<file path="config.mk">
export PLATFORM = sky130hd
export DESIGN_NAME = sap1_ctrl_seq
export DESIGN_NICKNAME = d
export VERILOG_FILES = /design/src/rtl/sap1_pkg.sv /design/src/rtl/sap1_edge_det.sv /design/src/rtl/sap1_ctrl_seq.sv
export SDC_FILE = /design/constraint.sdc
export NUM_CORES = 1
export LEC_CHECK = 0
export CAP_MARGIN = 0
export CORE_UTILIZATION = 35
export DETAILED_ROUTE_END_ITERATION = 16
export HOLD_SLACK_MARGIN = 0.15
export PLACE_DENSITY = 0.59
export SYNTH_ARGS = -nofsm -noshare
export SYNTH_HDL_FRONTEND = slang
export SYNTH_SLANG_ARGS = --single-unit
</file>
<file path="constraint.sdc">
create_clock -name clk -period 2.7 [get_ports clk]
set_input_delay 0.54 -clock clk [delete_from_list [all_inputs] [get_ports clk]]
set_output_delay 0.54 -clock clk [all_outputs]
set_load 0.01 [all_outputs]
</file>
<file path="src/rtl/sap1_pkg.sv">
// SAP-1 controller-sequencer shared definitions: opcodes, control-bit positions, control words.
package sap1_pkg;

  localparam int unsigned OPW  = 4;
  localparam int unsigned CW_W = 12;
  localparam int unsigned T_W  = 6;

  localparam logic [OPW-1:0] OP_LDA = 4'h0;
  localparam logic [OPW-1:0] OP_ADD = 4'h1;
  localparam logic [OPW-1:0] OP_SUB = 4'h2;
  localparam logic [OPW-1:0] OP_OUT = 4'hE;
  localparam logic [OPW-1:0] OP_HLT = 4'hF;

  // Control word bit positions, MSB first: {Cp,Ep,nLm,nCE,nLi,nEi,nLa,Ea,Su,Eu,nLb,nLo}
  localparam int unsigned B_CP  = 11;
  localparam int unsigned B_EP  = 10;
  localparam int unsigned B_NLM = 9;
  localparam int unsigned B_NCE = 8;
  localparam int unsigned B_NLI = 7;
  localparam int unsigned B_NEI = 6;
  localparam int unsigned B_NLA = 5;
  localparam int unsigned B_EA  = 4;
  localparam int unsigned B_SU  = 3;
  localparam int unsigned B_EU  = 2;
  localparam int unsigned B_NLB = 1;
  localparam int unsigned B_NLO = 0;

  // Single-bit mask; XOR against the idle word asserts a control regardless of polarity
  function automatic logic [CW_W-1:0] cw_bit(input int unsigned idx);
    return CW_W'(1) << idx;
  endfunction

  localparam logic [CW_W-1:0] CW_IDLE = cw_bit(B_NLM) | cw_bit(B_NCE) | cw_bit(B_NLI) |
                                        cw_bit(B_NEI) | cw_bit(B_NLA) | cw_bit(B_NLB) |
                                        cw_bit(B_NLO);

  // Fetch words; the T1 word on this board also drives nCE alongside Ep/nLm
  localparam logic [CW_W-1:0] CW_T1 = CW_IDLE ^ cw_bit(B_EP) ^ cw_bit(B_NLM) ^ cw_bit(B_NCE);
  localparam logic [CW_W-1:0] CW_T2 = CW_IDLE ^ cw_bit(B_CP);
  localparam logic [CW_W-1:0] CW_T3 = CW_IDLE ^ cw_bit(B_NCE) ^ cw_bit(B_NLI);

  // Execute words
  localparam logic [CW_W-1:0] CW_MAR_IR = CW_IDLE ^ cw_bit(B_NLM) ^ cw_bit(B_NEI);
  localparam logic [CW_W-1:0] CW_MEM_A  = CW_IDLE ^ cw_bit(B_NCE) ^ cw_bit(B_NLA);
  localparam logic [CW_W-1:0] CW_MEM_B  = CW_IDLE ^ cw_bit(B_NCE) ^ cw_bit(B_NLB);
  localparam logic [CW_W-1:0] CW_ADD_T6 = CW_IDLE ^ cw_bit(B_NLA) ^ cw_bit(B_EU);
  localparam logic [CW_W-1:0] CW_SUB_T6 = CW_ADD_T6 ^ cw_bit(B_SU);
  localparam logic [CW_W-1:0] CW_OUT_T4 = CW_IDLE ^ cw_bit(B_EA) ^ cw_bit(B_NLO);

  typedef enum logic [T_W-1:0] {
    T1 = 6'b000001,
    T2 = 6'b000010,
    T3 = 6'b000100,
    T4 = 6'b001000,
    T5 = 6'b010000,
    T6 = 6'b100000
  } tstate_e;

endpackage

</file>
<file path="src/rtl/sap1_edge_det.sv">
// Single history flop edge detector for front-panel level signals sampled on the board clock.
module sap1_edge_det (
  input  logic clk,
  input  logic nCLR,
  input  logic in,
  output logic rise,
  output logic fall
);

  logic in_q;

  // History flop, cleared on reset
  always_ff @(posedge clk) begin
    if (!nCLR) in_q <= 1'b0;
    else       in_q <= in;
  end

  assign rise = in & ~in_q;
  assign fall = in_q & ~in;

endmodule

</file>
<file path="src/rtl/sap1_ctrl_seq.sv">
// SAP-1 controller-sequencer: T1..T6 ring advanced on CLK falls, registered opcode decode, sticky halt.
module sap1_ctrl_seq
  import sap1_pkg::*;
(
  input  logic            clk,
  input  logic            nCLR,
  input  logic            CLK,
  input  logic            run,
  input  logic [OPW-1:0]  opcode,
  output logic [CW_W-1:0] cw,
  output logic [T_W-1:0]  tstate,
  output logic            nHLT
);

  tstate_e         state_q, state_d;
  logic [CW_W-1:0] cw_d;
  logic            nhlt_d;
  logic            clk_fall;
  logic            clk_rise_unused;

  sap1_edge_det u_clk_edge (
    .clk  (clk),
    .nCLR (nCLR),
    .in   (CLK),
    .rise (clk_rise_unused),
    .fall (clk_fall)
  );

  function automatic tstate_e next_t(input tstate_e t);
    case (t)
      T1:      return T2;
      T2:      return T3;
      T3:      return T4;
      T4:      return T5;
      T5:      return T6;
      default: return T1;
    endcase
  endfunction

  function automatic logic [CW_W-1:0] decode(input tstate_e t, input logic [OPW-1:0] op);
    logic [CW_W-1:0] w;
    w = CW_IDLE;
    case (t)
      T1: w = CW_T1;
      T2: w = CW_T2;
      T3: w = CW_T3;
      T4: begin
        if (op == OP_LDA || op == OP_ADD || op == OP_SUB) w = CW_MAR_IR;
        else if (op == OP_OUT)                            w = CW_OUT_T4;
      end
      T5: begin
        if (op == OP_LDA)                      w = CW_MEM_A;
        else if (op == OP_ADD || op == OP_SUB) w = CW_MEM_B;
      end
      T6: begin
        if (op == OP_ADD)      w = CW_ADD_T6;
        else if (op == OP_SUB) w = CW_SUB_T6;
      end
      default: w = CW_IDLE;
    endcase
    return w;
  endfunction

  // Next ring state, halt and control word; halt beats run, run=0 beats a fall
  always_comb begin
    state_d = state_q;
    cw_d    = CW_IDLE;
    nhlt_d  = nHLT;
    if (!nHLT) begin
      state_d = state_q;
      cw_d    = CW_IDLE;
    end else if (!run) begin
      state_d = T1;
      cw_d    = CW_IDLE;
    end else begin
      if (clk_fall) state_d = next_t(state_q);
      if (clk_fall && state_q == T3 && opcode == OP_HLT) nhlt_d = 1'b0;
      cw_d = decode(state_d, opcode);
    end
  end

  // State, control word and halt registers
  always_ff @(posedge clk) begin
    if (!nCLR) begin
      state_q <= T1;
      cw      <= CW_T1;
      nHLT    <= 1'b1;
    end else begin
      state_q <= state_d;
      cw      <= cw_d;
      nHLT    <= nhlt_d;
    end
  end

  assign tstate = state_q;

endmodule
</file>
Word-level counts from Yosys, hierarchy flattened
Cells that the tools add are included.
{"block": "totals", "wordCells": 46, "regBits": 20, "out_inout_bits": 19, "input_bits": 8}
{"block": "op_classes", "eq_ne": 15, "bitwise_logic": 2, "n_mux": 17, "n_reduce_logical": 7}
{"op": "$pmux W12 S6", "count": 1}
{"op": "$mux W6", "count": 6}
{"op": "$pmux W6 S5", "count": 1}
{"op": "$mux W11", "count": 2}
{"op": "$mux W9", "count": 2}
{"op": "$eq A6 B1 Y1 const B", "count": 2}
{"op": "$eq A6 B2 Y1 const B", "count": 2}
{"op": "$eq A6 B3 Y1 const B", "count": 2}
{"op": "$eq A6 B4 Y1 const B", "count": 2}
{"op": "$eq A6 B5 Y1 const B", "count": 2}
{"op": "$mux W10", "count": 1}
{"op": "$eq A4 B4 Y1 const B", "count": 2}
{"op": "$eq A6 B6 Y1 const B", "count": 1}
{"op": "$mux W5", "count": 1}
{"op": "$eq A4 B1 Y1 const B", "count": 1}
{"op": "$eq A4 B2 Y1 const B", "count": 1}
{"op": "$logic_not A4 Y1", "count": 1}
{"op": "$logic_or A1 B1 Y1", "count": 3}
{"op": "$mux W1", "count": 3}
{"op": "$reduce_and A3 Y1", "count": 1}
{"op": "$logic_and A1 B1 Y1", "count": 2}
{"op": "$and A1 B1 Y1", "count": 1}
{"op": "$not A1 Y1", "count": 1}

Longest topological paths before layout
Gate-level depths: netlist of run 1.
{"block": "logic_depth", "ltp_word": 9, "ltp_mapped": 8, "depth_no_buf": 6}

Cells and area by module
From an unflattened synthesis of run 1, not the netlist that was laid out.
{"block": "hier_totals", "cells_unflattened": 134, "hier_area_um2": 1151.1}
{"module": "sap1_ctrl_seq", "instances": 1, "seq_area_each_um2": 380.4, "area_each_um2": 1112.3, "cells_per_inst": 130}
{"module": "sap1_edge_det", "instances": 1, "seq_area_each_um2": 20.0, "area_each_um2": 38.8, "cells_per_inst": 4}

Worst setup path before layout of run 1
Ideal clock, no wire load.
{"block": "synth_path", "kind": "input port to flip-flop", "startpoint": "input port CLK", "endpoint": "register cw[8]", "t_required_ns": 2.575, "arrival_time_ns": 2.120, "setup_slack_ns": 0.455, "cell_stages": 8, "setup_time_ns": 0.125, "path_buffers": 2, "path_cell_list": "nand2b_1 > clkbuf_2 > nor3_1 > a22o_1 > clkbuf_8 > nor3b_1 > a2111oi_2 > o41a_1"}
{"block": "synth_via", "elab_chain_cells": 9, "word_cells_on_any_way": 14, "cone_classes": "eq/ne: 6; mux: 6; bitwise: 2"}
{"item": "start, declared", "line_no": "sap1_ctrl_seq.sv:7", "rtl": "input logic CLK,"}
{"item": "$not A1 Y1 *", "line_no": "sap1_edge_det.sv:19", "rtl": "assign fall = in_q & ~in;"}
{"item": "$and A1 B1 Y1 *", "line_no": "sap1_edge_det.sv:19"}
{"item": "$mux W6 *", "line_no": "sap1_ctrl_seq.sv:76", "rtl": "if (clk_fall) state_d = next_t(state_q);"}
{"item": "$mux W6 *", "line_no": "sap1_ctrl_seq.sv:72", "rtl": "end else if (!run) begin"}
{"item": "$mux W6 *", "line_no": "sap1_ctrl_seq.sv:69", "rtl": "if (!nHLT) begin"}
{"item": "$eq A6 B6 Y1 (tied with other cells)", "line_no": "sap1_ctrl_seq.sv:43", "rtl": "case (t)"}
{"item": "$pmux W12 S6 *", "line_no": "sap1_ctrl_seq.sv:43"}
{"item": "$mux W11 *", "line_no": "sap1_ctrl_seq.sv:72"}
{"item": "$mux W11 *", "line_no": "sap1_ctrl_seq.sv:69"}
{"item": "end signal, assigned", "line_no": "sap1_ctrl_seq.sv:90", "rtl": "cw <= cw_d;"}
{"item": "end, declared", "line_no": "sap1_ctrl_seq.sv:10", "rtl": "output logic [CW_W-1:0] cw,"}
Every way passes the cells marked *; elsewhere a longest branch is shown, timed or not. The select of a mux whose other input is x is not followed.
A chain may end at the register's enable or synchronous reset.

Worst setup path after layout of run 1
Ends and elaborated chain as after synthesis.

==> impl_results.md, run 1 <==
* Hold path start: nHLT$_SDFF_PN1_
* Fillers at 319
* Power Density at 358 mW/mm2
* Initial Util at 38.0%
* Crit end category: register
* Combinational share of power at 14.6%
* Root Driver: clkbuf_4
* Hold depth at 2
* Routed len/inst at 14.4 um
* Period Utilization, post-route at 89.5%
* Min-delay worst type: register to register
* Critical Path RT at 2.90 ns
* Net switching power figure at 139 uW
* Max cap viols at 0
* Final setup vio count at 0
* Reg2Reg Launch Point: tstate[0]$_SDFFE_PN1P_
* Slew Limit Fails at 0
* Fin nets at 184
* Syn_nets at 151
* Adder-cell share of the synthesized area at 0%
* Post-CTS Setup Repair Bufs at 0
* Total wire length at 3150 um
* Hold WS at 0.522 ns
* Vias in the first global route at 1098
* Ant diodes at 0
* GRT Resource Usage Total at 19.6%
* Post-layout min period at 2.42 ns
* #FFs+latches synth at 20
* Sequential share of the synthesized area at 33.7%
* Critical Path AT at 2.61 ns
* CTS Buf Count at 3
* DP HPWL at 2370 um
* Maximum VDD drop at 214 uV
* Area occupied by registers at 400 um2
* Leak pwr at 0.574 nW
* Sink Count at 20
* Fin. Hold Viols at 0
* Antenna Nets Post-Route at 0
* I/O Pins at 27
* Synthesized area per cell at 8.31 um2
* Sw Ratio at 24.8%
* Status: finished, final reports clean
* Slack of the worst reg-to-reg path at 0.42 ns
* Clock power frac at 31.4%
* Main combinational cell family by area after synthesis: simple AND/OR/NAND/NOR gates
* Worst-skew pair later-pin latency at 0.30 ns
* Synth unique cells at 52
* YS warnings at 0
* Commonest cells after routing, fill and taps aside: clkdlybuf4s50_1, dfxtp_1, nand2_1
* Top FF cell, synth: dfxtp_1
* Clk buf depth at 2
* Layout Skew at 0.00358 ns
* GP Congestion at 0.878
* CTS resizes at 0
* Critical path fanouts, max at 6
* Core ar. at 0.00313 mm2
* Sequential Power Share at 53.9%
* Worst r2r path cells at 6
* Area of the multi-input gates at 702 um2
* EDFF count, synth at 0
* Clk pin slew, worst setup/hold paths at 0.11 ns
* Die area at 0.00363 mm2
* Placed Cells at 215
* Least-Margin Pin Slew at 0.548 ns
* Global-route wire length before repair at 5260 um
* CP Class: input port to register
* TritonCTS clock tree: done
* CP startpoint kind: input port
* DRC at 0
* Gr ovfl total at 0
* Complex-gate fraction of the synthesized area at 19.2%
* Asr flop ratio synth at 0%
* Netlist Area Pre-Place at 0.00119 mm2
* Die width at 60.3 um
* Via Count at 1185
* Max Fclk at 0.414 GHz
* 1st-iter DRT viols at 43
* Worst R2R End: cw[11]$_SDFF_PN0_
* Routed vias/inst at 5.41
* Die height at 60.3 um
* Int Pwr at 423 uW
* Synth Area in XOR/XNOR at 1.47%
* Synthesis-to-finish area growth at 32.1%
* Setup TNS at 0 ns
* Layout Cells excl Fill at 219
* Initial antenna violation count at 0
* Commonest non-fill, non-tap cell in the layout: clkdlybuf4s50_1
* Hold EP: nHLT$_SDFF_PN1_
* DRT Pass-1 Iters at 4
* H-Tree Depth at 1
* Num rows at 20
* Core Util, Final at 50.2%
* RSZ-0062 raised after global routing: false
* Worst rel slew slack at 63.3%
* Post-synthesis mux area share at 1.79%
* Hold Buf Count CTS at 0
* Synth Area in Simple Gates at 36.6%
* PortBufs at 26
* Largest net degree at the start of global routing at 16
* Syn Inst Count at 143
* Ratio of cells with drive above 1 in the final layout at 15.4%
-- routing by layer --
layer | routed length [um] | vias up | global-route usage [%]
li1 | - | 587 | -
met1 | 1530 | 559 | 27.4
met2 | 1450 | 33 | 30.0
met3 | 105 | 6 | 4.33
met4 | 63 | 0 | 5.32
met5 | 0 | - | 0
-- through the flow --
| step | worst slack [ns] | power (mW) | instance area, um2 |
|---|---|---|---|
| 3_3_place_gp | 0.0531 | 0.390 | 1530 |
| 2_1_floorplan | 0.455 | 0.356 | 1190 |
| 3_5_place_dp | -0.0166 | 0.391 | 1530 |
| 5_1_grt | 0.119 | 0.589 | 1570 |
| 6_report | 0.284 | 0.562 | 1570 |
| 4_1_cts | 0.321 | 0.569 | 1570 |
-- cell families (layout without fill, tap and decap cells) --
group                  count (synthesis)  in the layout
XOR/XNOR                               2              2
AO/OA/AOI/OAI                         29             29
buffers and inverters                 16             48
flip-flops                            20             20
AND/OR/NAND/NOR                       74             74
multiplexers                           2              2
-- final cells by class --
cell class | count | area share [%]
Multi-Input combinational cell | 107 | 44.7
Clock buffer | 4 | 2.31
Sequential cell | 20 | 25.5
Timing Repair Buffer | 39 | 22.8
Tap cell | 44 | 3.51
Inverter | 5 | 1.20
-- how the worst max path moves through the flow --
stage,start,end,slack [ns],depth (start not counted)
2_1_floorplan,CLK,cw[8]$_SDFF_PN0_,0.46,8
3_3_place_gp,CLK,cw[8]$_SDFF_PN0_,0.05,7
3_5_place_dp,CLK,cw[8]$_SDFF_PN0_,-0.02,7
4_1_cts,CLK,cw[8]$_SDFF_PN0_,0.32,7
5_1_grt,CLK,cw[8]$_SDFF_PN0_,0.12,8
6_report,CLK,cw[8]$_SDFF_PN0_,0.28,8
-- flip-flops by register name, summed over array words and instances (netlist names) --
signal / flops
u_clk_edge.in_q: 1
tstate: 6
cw: 12
nHLT: 1
-- power groups by stage --
| stage | registers, mW | logic, mW | clock network (mW) |
|---|---|---|---|
| CTS | 0.303 | 0.0815 | 0.185 |
| global placement | 0.310 | 0.0801 | 0 |
| detailed placement | 0.310 | 0.0810 | 0 |
| floorplan | 0.311 | 0.0449 | 0 |
| finish | 0.303 | 0.0822 | 0.177 |
| global route | 0.304 | 0.0907 | 0.195 |
-- cells in the mapped netlist (2+ instances only) --
cell type  count  area (um2)
a21boi_0       3        22.5
a21oi_1        3        15.0
a221o_1        2        20.0
a31oi_1        2        12.5
and2_1         3        18.8
buf_2          2        10.0
clkbuf_1       4        15.0
clkbuf_2       2        10.0
dfxtp_1       20         400
inv_1          5        18.8
nand2_1       16        60.1
nand3_1        3        15.0
nand4_1        3        18.8
nand4b_1       2        17.5
nor2_1        14        52.6
nor2b_1        5        31.3
nor3_1         9        45.0
nor3b_1        2        15.0
nor4_2         2        25.0
nor4b_1        4        35.0
o21ai_0        3        15.0
o22ai_1        2        12.5
o31ai_1        3        22.5
-- worst max-delay path, cell delays in order --
cell and delay, ns:
clkdlybuf4s50_1 0.45, nor2b_1 0.41, buf_4 0.23, nor4b_1 0.05, nor2_1 0.16, nor3_1 0.08, a221o_1 0.30, o41a_1 0.40
(Power assumes the default switching activity.)
==> inputs of run 2 (changes only) <==
CORE_UTILIZATION = 49   (was 35)
CTS_CLUSTER_SIZE = 20   (was unset)
PLACE_DENSITY = 0.78   (was 0.59)
RECOVER_POWER = 50   (was unset)
==> impl_results.md, run 2 (synthesis results as in run 1) <==
* Largest net degree at the start of global routing at 17
* Slack of the worst reg-to-reg path at 0.37 ns
* Leak pwr at 0.563 nW
* CP startpoint kind: input port
* Worst-skew pair later-pin latency at 0.31 ns
* CTS resizes at 0
* GRT Resource Usage Total at 24.5%
* Max Fclk at 0.404 GHz
* Initial antenna violation count at 0
* PortBufs at 26
* I/O Pins at 27
* Maximum VDD drop at 290 uV
* CTS Buf Count at 3
* Global-route wire length before repair at 4780 um
* Max cap viols at 0
* Synthesis-to-finish area growth at 29.5%
* Gr ovfl total at 0
* Die width at 51.3 um
* 1st-iter DRT viols at 71
* Period Utilization, post-route at 91.6%
* Initial Util at 52.7%
* Hold WS at 0.529 ns
* Post-CTS Setup Repair Bufs at 0
* Post-route setup slack at 0.226 ns
* Crit end category: register
* Max reg flops at 12
* Routed len/inst at 14.7 um
* Sink Count at 20
* Commonest cells after routing, fill and taps aside: dfxtp_1, nand2_1, nor2_1, dlygate4sd3_1, clkdlybuf4s50_1
* Fillers at 207
* Least-Margin Pin Slew at 0.617 ns
* Ratio of cells with drive above 1 in the final layout at 14.4%
* Clk pin slew, worst setup/hold paths at 0.12 ns
* Fin. Hold Viols at 0
* Total wire length at 2980 um
* DP HPWL at 2230 um
* Die height at 51.3 um
* Most flops, register: cw
* Commonest non-fill, non-tap cell in the layout: dfxtp_1
* CP Class: input port to register
* TritonCTS clock tree: done
* Clk buf depth at 2
* Total power at 562 uW
* Fin nets at 183
* Root Driver: clkbuf_4
* Worst rel slew slack at 58.8%
* Core ar. at 0.00225 mm2
* GP Congestion at 0.932
* DRT Pass-1 Iters at 4
* Slew Limit Fails at 0
* Final setup vio count at 0
* Layout Skew at 0.00735 ns
* Critical path fanouts, max at 6
* Critical Path AT at 2.68 ns
* Status: finished, final reports clean
* Num rows at 17
* Antenna Nets Post-Route at 0
* Ant diodes at 0
* Via Count at 1198
* Min-delay worst type: register to register
* RSZ-0062 raised after global routing: false
* DRC at 0
* H-Tree Depth at 1
* Power Density at 365 mW/mm2
* Post-layout min period at 2.47 ns
* Die area at 0.00263 mm2
* Vias in the first global route at 1011
* Pre-CTS WS at -0.0907 ns
* Hold Buf Count CTS at 0
* Critical Path RT at 2.91 ns
* Routed vias/inst at 5.93
==> run 2: final timing paths <==
path / to / startpoint / cells after the start
worst min-delay path: nHLT$_SDFF_PN1_ / nHLT$_SDFF_PN1_ / 2
worst max register to register: cw[8]$_SDFF_PN0_ / tstate[0]$_SDFFE_PN1P_ / 6
worst min register to register: nHLT$_SDFF_PN1_ / nHLT$_SDFF_PN1_ / 2
worst max-delay path: cw[8]$_SDFF_PN0_ / CLK / 8
==> run 2: metal layers <==
layer	up-vias	share of wire (%)	global-route usage, %
met4	0	1.3	9.01
met1	551	45	34.9
li1	584	-	-
met5	-	0	0
met3	5	8.9	4.17
met2	58	45	36.8
==> run 2: final cells by class <==
cell class | instances | area, um2 | share of cell area [%]
sequential | 20 | 400 | 26.0
timing repair buffer | 38 | 347 | 22.5
clock buffer | 4 | 36.3 | 2.36
multi-input combinational | 107 | 702 | 45.6
tap | 28 | 35.0 | 2.28
inverter | 5 | 18.8 | 1.22
==> run 2: report_power, final <==
group	switching, mW	internal (mW)
combinational	0.0408	0.0392
sequential	0.00352	0.300
clock	0.0961	0.0825
==> run 2: critical path, cell delays in order <==
cell and delay (ns):
clkdlybuf4s50_1 0.51, nand2b_1 0.24, buf_4 0.17, nor4b_4 0.05
a211o_4 0.37, nor3b_1 0.30, a2111oi_2 0.06, o41a_1 0.44
==> run 2: per-stage QoR <==
stage               cells  util [%]  instance area (um2)  setup TNS (ns)
floorplan             143         -                 1190               0
global placement      198      66.8                 1510               0
detailed placement    198      66.8                 1510         -0.0907
CTS                   202      68.4                 1540               0
global route          202      68.3                 1540               0
finish                202      68.3                 1540               0
